==> src/rtl/adc_pkg.sv <==
// Shared types and constants for the ADC LVDS frame alignment controller.
package adc_pkg;

    typedef enum logic [3:0] {
        IDLE,
        SRST,
        SETTLE,
        CMP,
        SLIP,
        VERIFY,
        LOCKED,
        RETRY,
        FAIL
    } align_state_t;

    localparam logic [7:0] ADC_FRAME_PATTERN_DEF = 8'hF0;
    localparam int         TMR_W                 = 8;

    // Down-counter preload for a phase of n cycles when k of them are already spent.
    function automatic logic [TMR_W-1:0] tmr_preload(input int n, input int k);
        return (n > k) ? TMR_W'(n - k) : '0;
    endfunction

endpackage

==> src/rtl/adc_align_timer.sv <==
// Loadable down-counter; done is high while the count is zero.
module adc_align_timer
    import adc_pkg::*;
(
    input  logic             clk,
    input  logic             rst,
    input  logic             load,
    input  logic             dec,
    input  logic [TMR_W-1:0] load_val,
    output logic             done
);

    logic [TMR_W-1:0] cnt_q, cnt_d;

    always_comb begin
        cnt_d = cnt_q;
        if (load) begin
            cnt_d = load_val;
        end else if (dec && (cnt_q != '0)) begin
            cnt_d = cnt_q - 1'b1;
        end
    end

    always_ff @(posedge clk or posedge rst) begin
        if (rst) begin
            cnt_q <= '0;
        end else begin
            cnt_q <= cnt_d;
        end
    end

    assign done = (cnt_q == '0);

endmodule

==> src/rtl/adc_align_ctrl.sv <==
// ISERDES frame-word training sequencer (reset, bitslip search, verify, lock monitor, retry).
// Optional ADC_ALIGN_STATS_EN adds loss_cnt, a saturating count of lock losses.
module adc_align_ctrl
    import adc_pkg::*;
#(
    parameter logic [7:0] FRAME_PATTERN = ADC_FRAME_PATTERN_DEF,
    parameter int         RST_CYCLES    = 8,
    parameter int         SETTLE_CYCLES = 3,
    parameter int         MAX_SLIPS     = 8,
    parameter int         VERIFY_WORDS  = 16,
    parameter int         LOSS_WORDS    = 4,
    parameter int         MAX_RETRIES   = 3
) (
    input  logic       CLKDIV,
    input  logic       RST,
    input  logic       start,
    input  logic [7:0] frm_data,
    output logic       serdes_rst,
    output logic       bitslip,
    output logic       adc_en,
    output logic       aligned,
    output logic       fail,
    output logic [3:0] slip_cnt,
    output logic [1:0] retry_cnt
`ifdef ADC_ALIGN_STATS_EN
    ,
    output logic [7:0] loss_cnt
`endif
);

    align_state_t     state_q, state_d;
    logic [3:0]       slip_cnt_q, slip_cnt_d;
    logic [1:0]       retry_cnt_q, retry_cnt_d;
    logic [3:0]       mis_cnt_q, mis_cnt_d;
    logic             serdes_rst_q, bitslip_q, adc_en_q, aligned_q, fail_q;
    logic             tmr_load, tmr_dec, tmr_done;
    logic [TMR_W-1:0] tmr_val;
    logic             match;

    assign match = (frm_data == FRAME_PATTERN);

    adc_align_timer u_timer (
        .clk      (CLKDIV),
        .rst      (RST),
        .load     (tmr_load),
        .dec      (tmr_dec),
        .load_val (tmr_val),
        .done     (tmr_done)
    );

    always_comb begin
        state_d     = state_q;
        slip_cnt_d  = slip_cnt_q;
        retry_cnt_d = retry_cnt_q;
        mis_cnt_d   = mis_cnt_q;
        tmr_load    = 1'b0;
        tmr_dec     = 1'b0;
        tmr_val     = '0;
        if (!start) begin
            state_d     = IDLE;
            slip_cnt_d  = '0;
            retry_cnt_d = '0;
            mis_cnt_d   = '0;
        end else begin
            case (state_q)
                IDLE: begin
                    slip_cnt_d  = '0;
                    retry_cnt_d = '0;
                    mis_cnt_d   = '0;
                    state_d     = SRST;
                    tmr_load    = 1'b1;
                    tmr_val     = tmr_preload(RST_CYCLES, 1);
                end
                SRST: begin
                    if (tmr_done) begin
                        state_d  = SETTLE;
                        tmr_load = 1'b1;
                        tmr_val  = tmr_preload(SETTLE_CYCLES, 1);
                    end else begin
                        tmr_dec = 1'b1;
                    end
                end
                SETTLE: begin
                    if (tmr_done) begin
                        state_d = CMP;
                    end else begin
                        tmr_dec = 1'b1;
                    end
                end
                CMP: begin
                    if (match) begin
                        // The word sampled here is the first of the verify run.
                        state_d   = (VERIFY_WORDS <= 1) ? LOCKED : VERIFY;
                        mis_cnt_d = '0;
                        tmr_load  = 1'b1;
                        tmr_val   = tmr_preload(VERIFY_WORDS, 2);
                    end else if (slip_cnt_q < 4'(MAX_SLIPS)) begin
                        state_d = SLIP;
                    end else begin
                        state_d = RETRY;
                    end
                end
                SLIP: begin
                    if (slip_cnt_q != 4'hF) begin
                        slip_cnt_d = slip_cnt_q + 4'd1;
                    end
                    state_d  = SETTLE;
                    tmr_load = 1'b1;
                    tmr_val  = tmr_preload(SETTLE_CYCLES, 1);
                end
                VERIFY: begin
                    if (match) begin
                        if (tmr_done) begin
                            state_d = LOCKED;
                        end else begin
                            tmr_dec = 1'b1;
                        end
                    end else if (slip_cnt_q < 4'(MAX_SLIPS)) begin
                        state_d = SLIP;
                    end else begin
                        state_d = RETRY;
                    end
                end
                LOCKED: begin
                    if (match) begin
                        mis_cnt_d = '0;
                    end else if (mis_cnt_q >= 4'(LOSS_WORDS - 1)) begin
                        mis_cnt_d = '0;
                        state_d   = RETRY;
                    end else begin
                        mis_cnt_d = mis_cnt_q + 4'd1;
                    end
                end
                RETRY: begin
                    if (retry_cnt_q < 2'(MAX_RETRIES)) begin
                        retry_cnt_d = retry_cnt_q + 2'd1;
                        slip_cnt_d  = '0;
                        state_d     = SRST;
                        tmr_load    = 1'b1;
                        tmr_val     = tmr_preload(RST_CYCLES, 1);
                    end else begin
                        state_d = FAIL;
                    end
                end
                FAIL: state_d = FAIL;
                default: state_d = IDLE;
            endcase
        end
    end

    // Outputs are decoded from the next state so each one is a flop aligned with state_q.
    always_ff @(posedge CLKDIV or posedge RST) begin
        if (RST) begin
            state_q      <= IDLE;
            slip_cnt_q   <= '0;
            retry_cnt_q  <= '0;
            mis_cnt_q    <= '0;
            serdes_rst_q <= 1'b0;
            bitslip_q    <= 1'b0;
            adc_en_q     <= 1'b0;
            aligned_q    <= 1'b0;
            fail_q       <= 1'b0;
        end else begin
            state_q      <= state_d;
            slip_cnt_q   <= slip_cnt_d;
            retry_cnt_q  <= retry_cnt_d;
            mis_cnt_q    <= mis_cnt_d;
            serdes_rst_q <= (state_d == SRST);
            bitslip_q    <= (state_d == SLIP);
            adc_en_q     <= (state_d == SETTLE) || (state_d == CMP) || (state_d == SLIP) ||
                            (state_d == VERIFY) || (state_d == LOCKED);
            aligned_q    <= (state_d == LOCKED);
            fail_q       <= (state_d == FAIL);
        end
    end

    assign serdes_rst = serdes_rst_q;
    assign bitslip    = bitslip_q;
    assign adc_en     = adc_en_q;
    assign aligned    = aligned_q;
    assign fail       = fail_q;
    assign slip_cnt   = slip_cnt_q;
    assign retry_cnt  = retry_cnt_q;

`ifdef ADC_ALIGN_STATS_EN
    logic [7:0] loss_cnt_q, loss_cnt_d;

    always_comb begin
        loss_cnt_d = loss_cnt_q;
        if ((state_q == LOCKED) && (state_d == RETRY) && (loss_cnt_q != 8'hFF)) begin
            loss_cnt_d = loss_cnt_q + 8'd1;
        end
    end

    always_ff @(posedge CLKDIV or posedge RST) begin
        if (RST) begin
            loss_cnt_q <= '0;
        end else begin
            loss_cnt_q <= loss_cnt_d;
        end
    end

    assign loss_cnt = loss_cnt_q;
`endif

endmodule

==> config.mk <==
export PLATFORM = sky130hd
export DESIGN_NAME = adc_align_ctrl
export DESIGN_NICKNAME = d
export VERILOG_FILES = /design/src/rtl/adc_pkg.sv /design/src/rtl/adc_align_timer.sv /design/src/rtl/adc_align_ctrl.sv
export SDC_FILE = /design/constraint.sdc
export NUM_CORES = 1
export LEC_CHECK = 0
export ABC_AREA = 1
export BUFFER_PORTS_ARGS = -buffer_cell sky130_fd_sc_hd__buf_2
export CORE_ASPECT_RATIO = 1.5
export CORE_MARGIN = 5
export CORE_UTILIZATION = 45
export CTS_BUF_LIST = sky130_fd_sc_hd__clkbuf_4
export CTS_CLUSTER_DIAMETER = 150
export DETAILED_ROUTE_END_ITERATION = 6
export PLACE_DENSITY = 0.63
export SLEW_MARGIN = 20
export SYNTH_ARGS = -nofsm -noshare
export SYNTH_HDL_FRONTEND = slang
export SYNTH_SLANG_ARGS = --single-unit
==> constraint.sdc <==
create_clock -name CLKDIV -period 2.1 [get_ports CLKDIV]
set_clock_uncertainty 0.15 [all_clocks]
set_input_delay 0.42 -clock CLKDIV [delete_from_list [all_inputs] [get_ports CLKDIV]]
set_output_delay 0.42 -clock CLKDIV [all_outputs]
set_load 0.05 [all_outputs]
==> results.md <==
- Status: completed
- Post-CTS Setup Bufs: 0
- Via count: between 1,500 and 2,000
- Crit-path cells: inv_1 > ha_1 > nand2_1 > nor2_4 > a21oi_1 > nand2_2 > nand2_4 > o21ai_0 > nand2_1
- Die height: approximately 85 µm
- 1st-pass router iterations: 4
- RSZ-0062 raised after global routing: no
- Post-Route WL: roughly 3.5 mm
- Distinct cells, synth: 27
- Remaining antenna violation count after routing: 0
- Worst Hold End: slip_cnt[2]$_DFFE_PP0P_
- Flop-to-flop setup slack: 310 ps
- Routed len/inst: 11.6 µm
- Clock Pin Slew Worst Setup and Hold Paths: 150 ps
- Setup TNS: 0 ps
- H-tree depth: 1
- R2r endpoint: u_timer.cnt_q[3]$_DFFE_PP0P_
- Max Cap Viol: 0
- CTS tree: yes
- Die Wd: about 60 µm
- Largest net degree at the start of global routing: 28
- Die ar.: roughly 5100 µm²
- Post-cts sizing count: 0
- Critical Path End Type: flop
- Slew headroom: around 74%
- Starting Density: 46.2%
- CP max stage cell: dfrtp_1
- Crit start category: flop
- Fin. max-slew vios: 0
- Peak supply drop: between 200 and 300 µV
- PD cells: about 560 nW/µm²
- Reg2Reg Depth: 9
- DRC Markers: 0
- TritonCTS Sinks: 27
- Detailed Place HPWL: about 2.8 mm
- Post-synthesis sequential area ratio: about 40%
- Peak Freq: roughly 0.56 GHz
- Vias per Instance: roughly 5.0
- Yosys warns: 0
- Nets: between 200 and 300
- Clk_lat worst skew: 340 ps
- Core Box Area: between 3000 and 4000 µm²
- I/O Buffers: 21
- Syn avg cell area: 7.14 µm²
- Number of global-route vias before repair: roughly 1,500
- CP Max Fanout: 10
- Seq cells post-synth: 27
- Worst path max stage delay: 380 ps
- Min-delay src: start
- # diodes: 0
- Final min period: 1790 ps
- Leak: between 1 and 1.5 nW
- Initial antenna violation count: 0
- Syn nets: approximately 250
- Critical path class: flop to flop
- Hold_buf cts: 1
- Fin util: between 50% and 60%
- All-Layer GR Usage: 16.0%
- IO Pins: 22
- DRT iter0 DRCs: 32
- First-pass GRT wire length: 6.50 mm
- Hold path depth: 3
- Total CTS buffers: 3
- Final Wtd Congestion: 0.905
- Hold Path Class: input port to flop
- Mapped cell area: 1680 µm²
- Site Rows: 27
- Setup Viol. Count Final: 0
- Most used cell, CP: nand2_1
- Hold Vio Cnt, Final: 0
- Setup crit start: u_timer.cnt_q[0]$_DFFE_PP0P_
- Worst reg2reg path startpoint: u_timer.cnt_q[0]$_DFFE_PP0P_
- Final period util: ~85%
- Post-Syn Instances: ~240
- Gr ovfl total: 0
- CP Data Required Time: between 2000 and 2500 ps
- Clock Path Buffers: 2
- Fraction of layout cells with a size suffix above 1: between 10% and 20%
- Synthesis-to-finish area growth: 11.7%
- Crit path DAT: ~1900 ps
- Root buf cell: clkbuf_4
- Slew @ Worst Pin: just under 400 ps
## worst max-delay path by stage
stage / to / slack [ps] / cells after the start
2_1_floorplan: u_timer.cnt_q[3]$_DFFE_PP0P_ / 310 / 10
3_3_place_gp: u_timer.cnt_q[3]$_DFFE_PP0P_ / 210 / 11
3_5_place_dp: u_timer.cnt_q[3]$_DFFE_PP0P_ / 180 / 11
4_1_cts: u_timer.cnt_q[3]$_DFFE_PP0P_ / 290 / 9
5_1_grt: adc_en$_DFF_PP0_ / 70 / 10
6_report: u_timer.cnt_q[3]$_DFFE_PP0P_ / 310 / 9
## power by group
part | switching, mW | total [mW] | internal [mW]
combinational | 0.151 | 0.228 | 0.0778
clock | 0.161 | 0.249 | 0.0876
sequential | 0.0242 | 0.573 | 0.549
## cells by family after synthesis
kind of cell | count (synthesis) | share of synthesized area [%]
simple gates | 132 | 35.1
buf+inv | 42 | 9.88
compound gates | 27 | 9.88
flops | 27 | 40.1
xor+xnor | 4 | 2.08
fa+ha+maj | 4 | 2.97
## cell usage after synthesis
library cell | number | area (µm²)
buf_6 | 1 | 11.3
o22ai_4 | 1 | 20.0
o21ai_1 | 3 | 15.0
xor2_1 | 3 | 26.3
dfrtp_1 | 27 | 676
nor2_2 | 6 | 37.5
a21oi_1 | 4 | 20.0
nor2_1 | 32 | 120
inv_2 | 4 | 15.0
inv_1 | 36 | 135
or2_2 | 2 | 12.5
nor3b_1 | 1 | 7.51
o21ai_0 | 14 | 70.1
nand2_1 | 56 | 210
ha_1 | 4 | 50.1
nand4_1 | 5 | 31.3
nor3_1 | 6 | 30.0
nand3_1 | 15 | 75.1
xnor2_1 | 1 | 8.76
o31ai_1 | 1 | 7.51
nand2_4 | 1 | 11.3
a21oi_2 | 2 | 17.5
nand2_2 | 7 | 43.8
nor2_4 | 1 | 11.3
o211ai_1 | 1 | 7.51
buf_2 | 1 | 5.00
o2111ai_1 | 1 | 8.76
## layout make-up
type                            instances  area [µm²]
Sequential cell                        27         676
Inverter                               40         150
Multi-Input combinational cell        167         842
Fill cell                             388        1770
Timing Repair Buffer                   24         130
Clock buffer                            4        30.0
Tap cell                               43        53.8
## critical path, delay by kind of cell (launching register included)
kind | cells | cell delay (ps)
fa+ha+maj | 1 | 220
buf+inv | 1 | 120
flops | 1 | 380
compound gates | 2 | 290
simple gates | 5 | 540
## layout by cell type (no fill, tap or decap)
cell type	synthesis	layout
buf_2	1	21
dfrtp_1	27	27
a21oi_2	2	2
or2_2	2	2
nor2_1	32	32
nor3_1	6	6
a21oi_1	4	4
nand4_1	5	5
inv_2	4	4
nor2_2	6	6
ha_1	4	4
nand2_2	7	7
o31ai_1	1	1
inv_1	36	36
o211ai_1	1	1
nand2_4	1	1
o2111ai_1	1	1
nor3b_1	1	1
xnor2_1	1	1
buf_4	0	2
o22ai_4	1	1
o21ai_1	3	3
nand3_1	15	15
nand2_1	56	56
nor2_4	1	1
dlygate4sd3_1	0	1
clkbuf_4	0	4
xor2_1	3	3
o21ai_0	14	14
## sequential cells by signal, summed over array words and instances, names as in the netlist
name	flops
bitslip	1
retry_cnt	2
serdes_rst	1
state_q	4
aligned	1
mis_cnt_q	4
fail	1
adc_en	1
u_timer.cnt_q	8
slip_cnt	4
## metal layers
layer  GRT usage, %  routed length [µm]  part of all wire, %  vias to the layer above
li1               -                   -                    -                      794
met4           6.45                  91                  2.6                        0
met5              0                   0                    0                        -
met1           18.4                1460                   41                      702
met3           2.28                 130                  3.7                        9
met2           28.4                1860                   52                       21
## through the flow
| stage | worst slack, ps | hold WS (ps) | power [mW] | std cells | cell area [µm²] |
|---|---|---|---|---|---|
| 2_1_floorplan | 313 | 323 | 0.755 | 236 | 1680 |
| 3_3_place_gp | 208 | 334 | 0.810 | 300 | 1840 |
| 3_5_place_dp | 176 | 342 | 0.812 | 300 | 1840 |
| 4_1_cts | 288 | 338 | 1.06 | 305 | 1880 |
| 5_1_grt | 72.3 | 344 | 1.12 | 305 | 1880 |
| 6_report | 306 | 344 | 1.05 | 305 | 1880 |
Power figures use the tool's default switching activity.
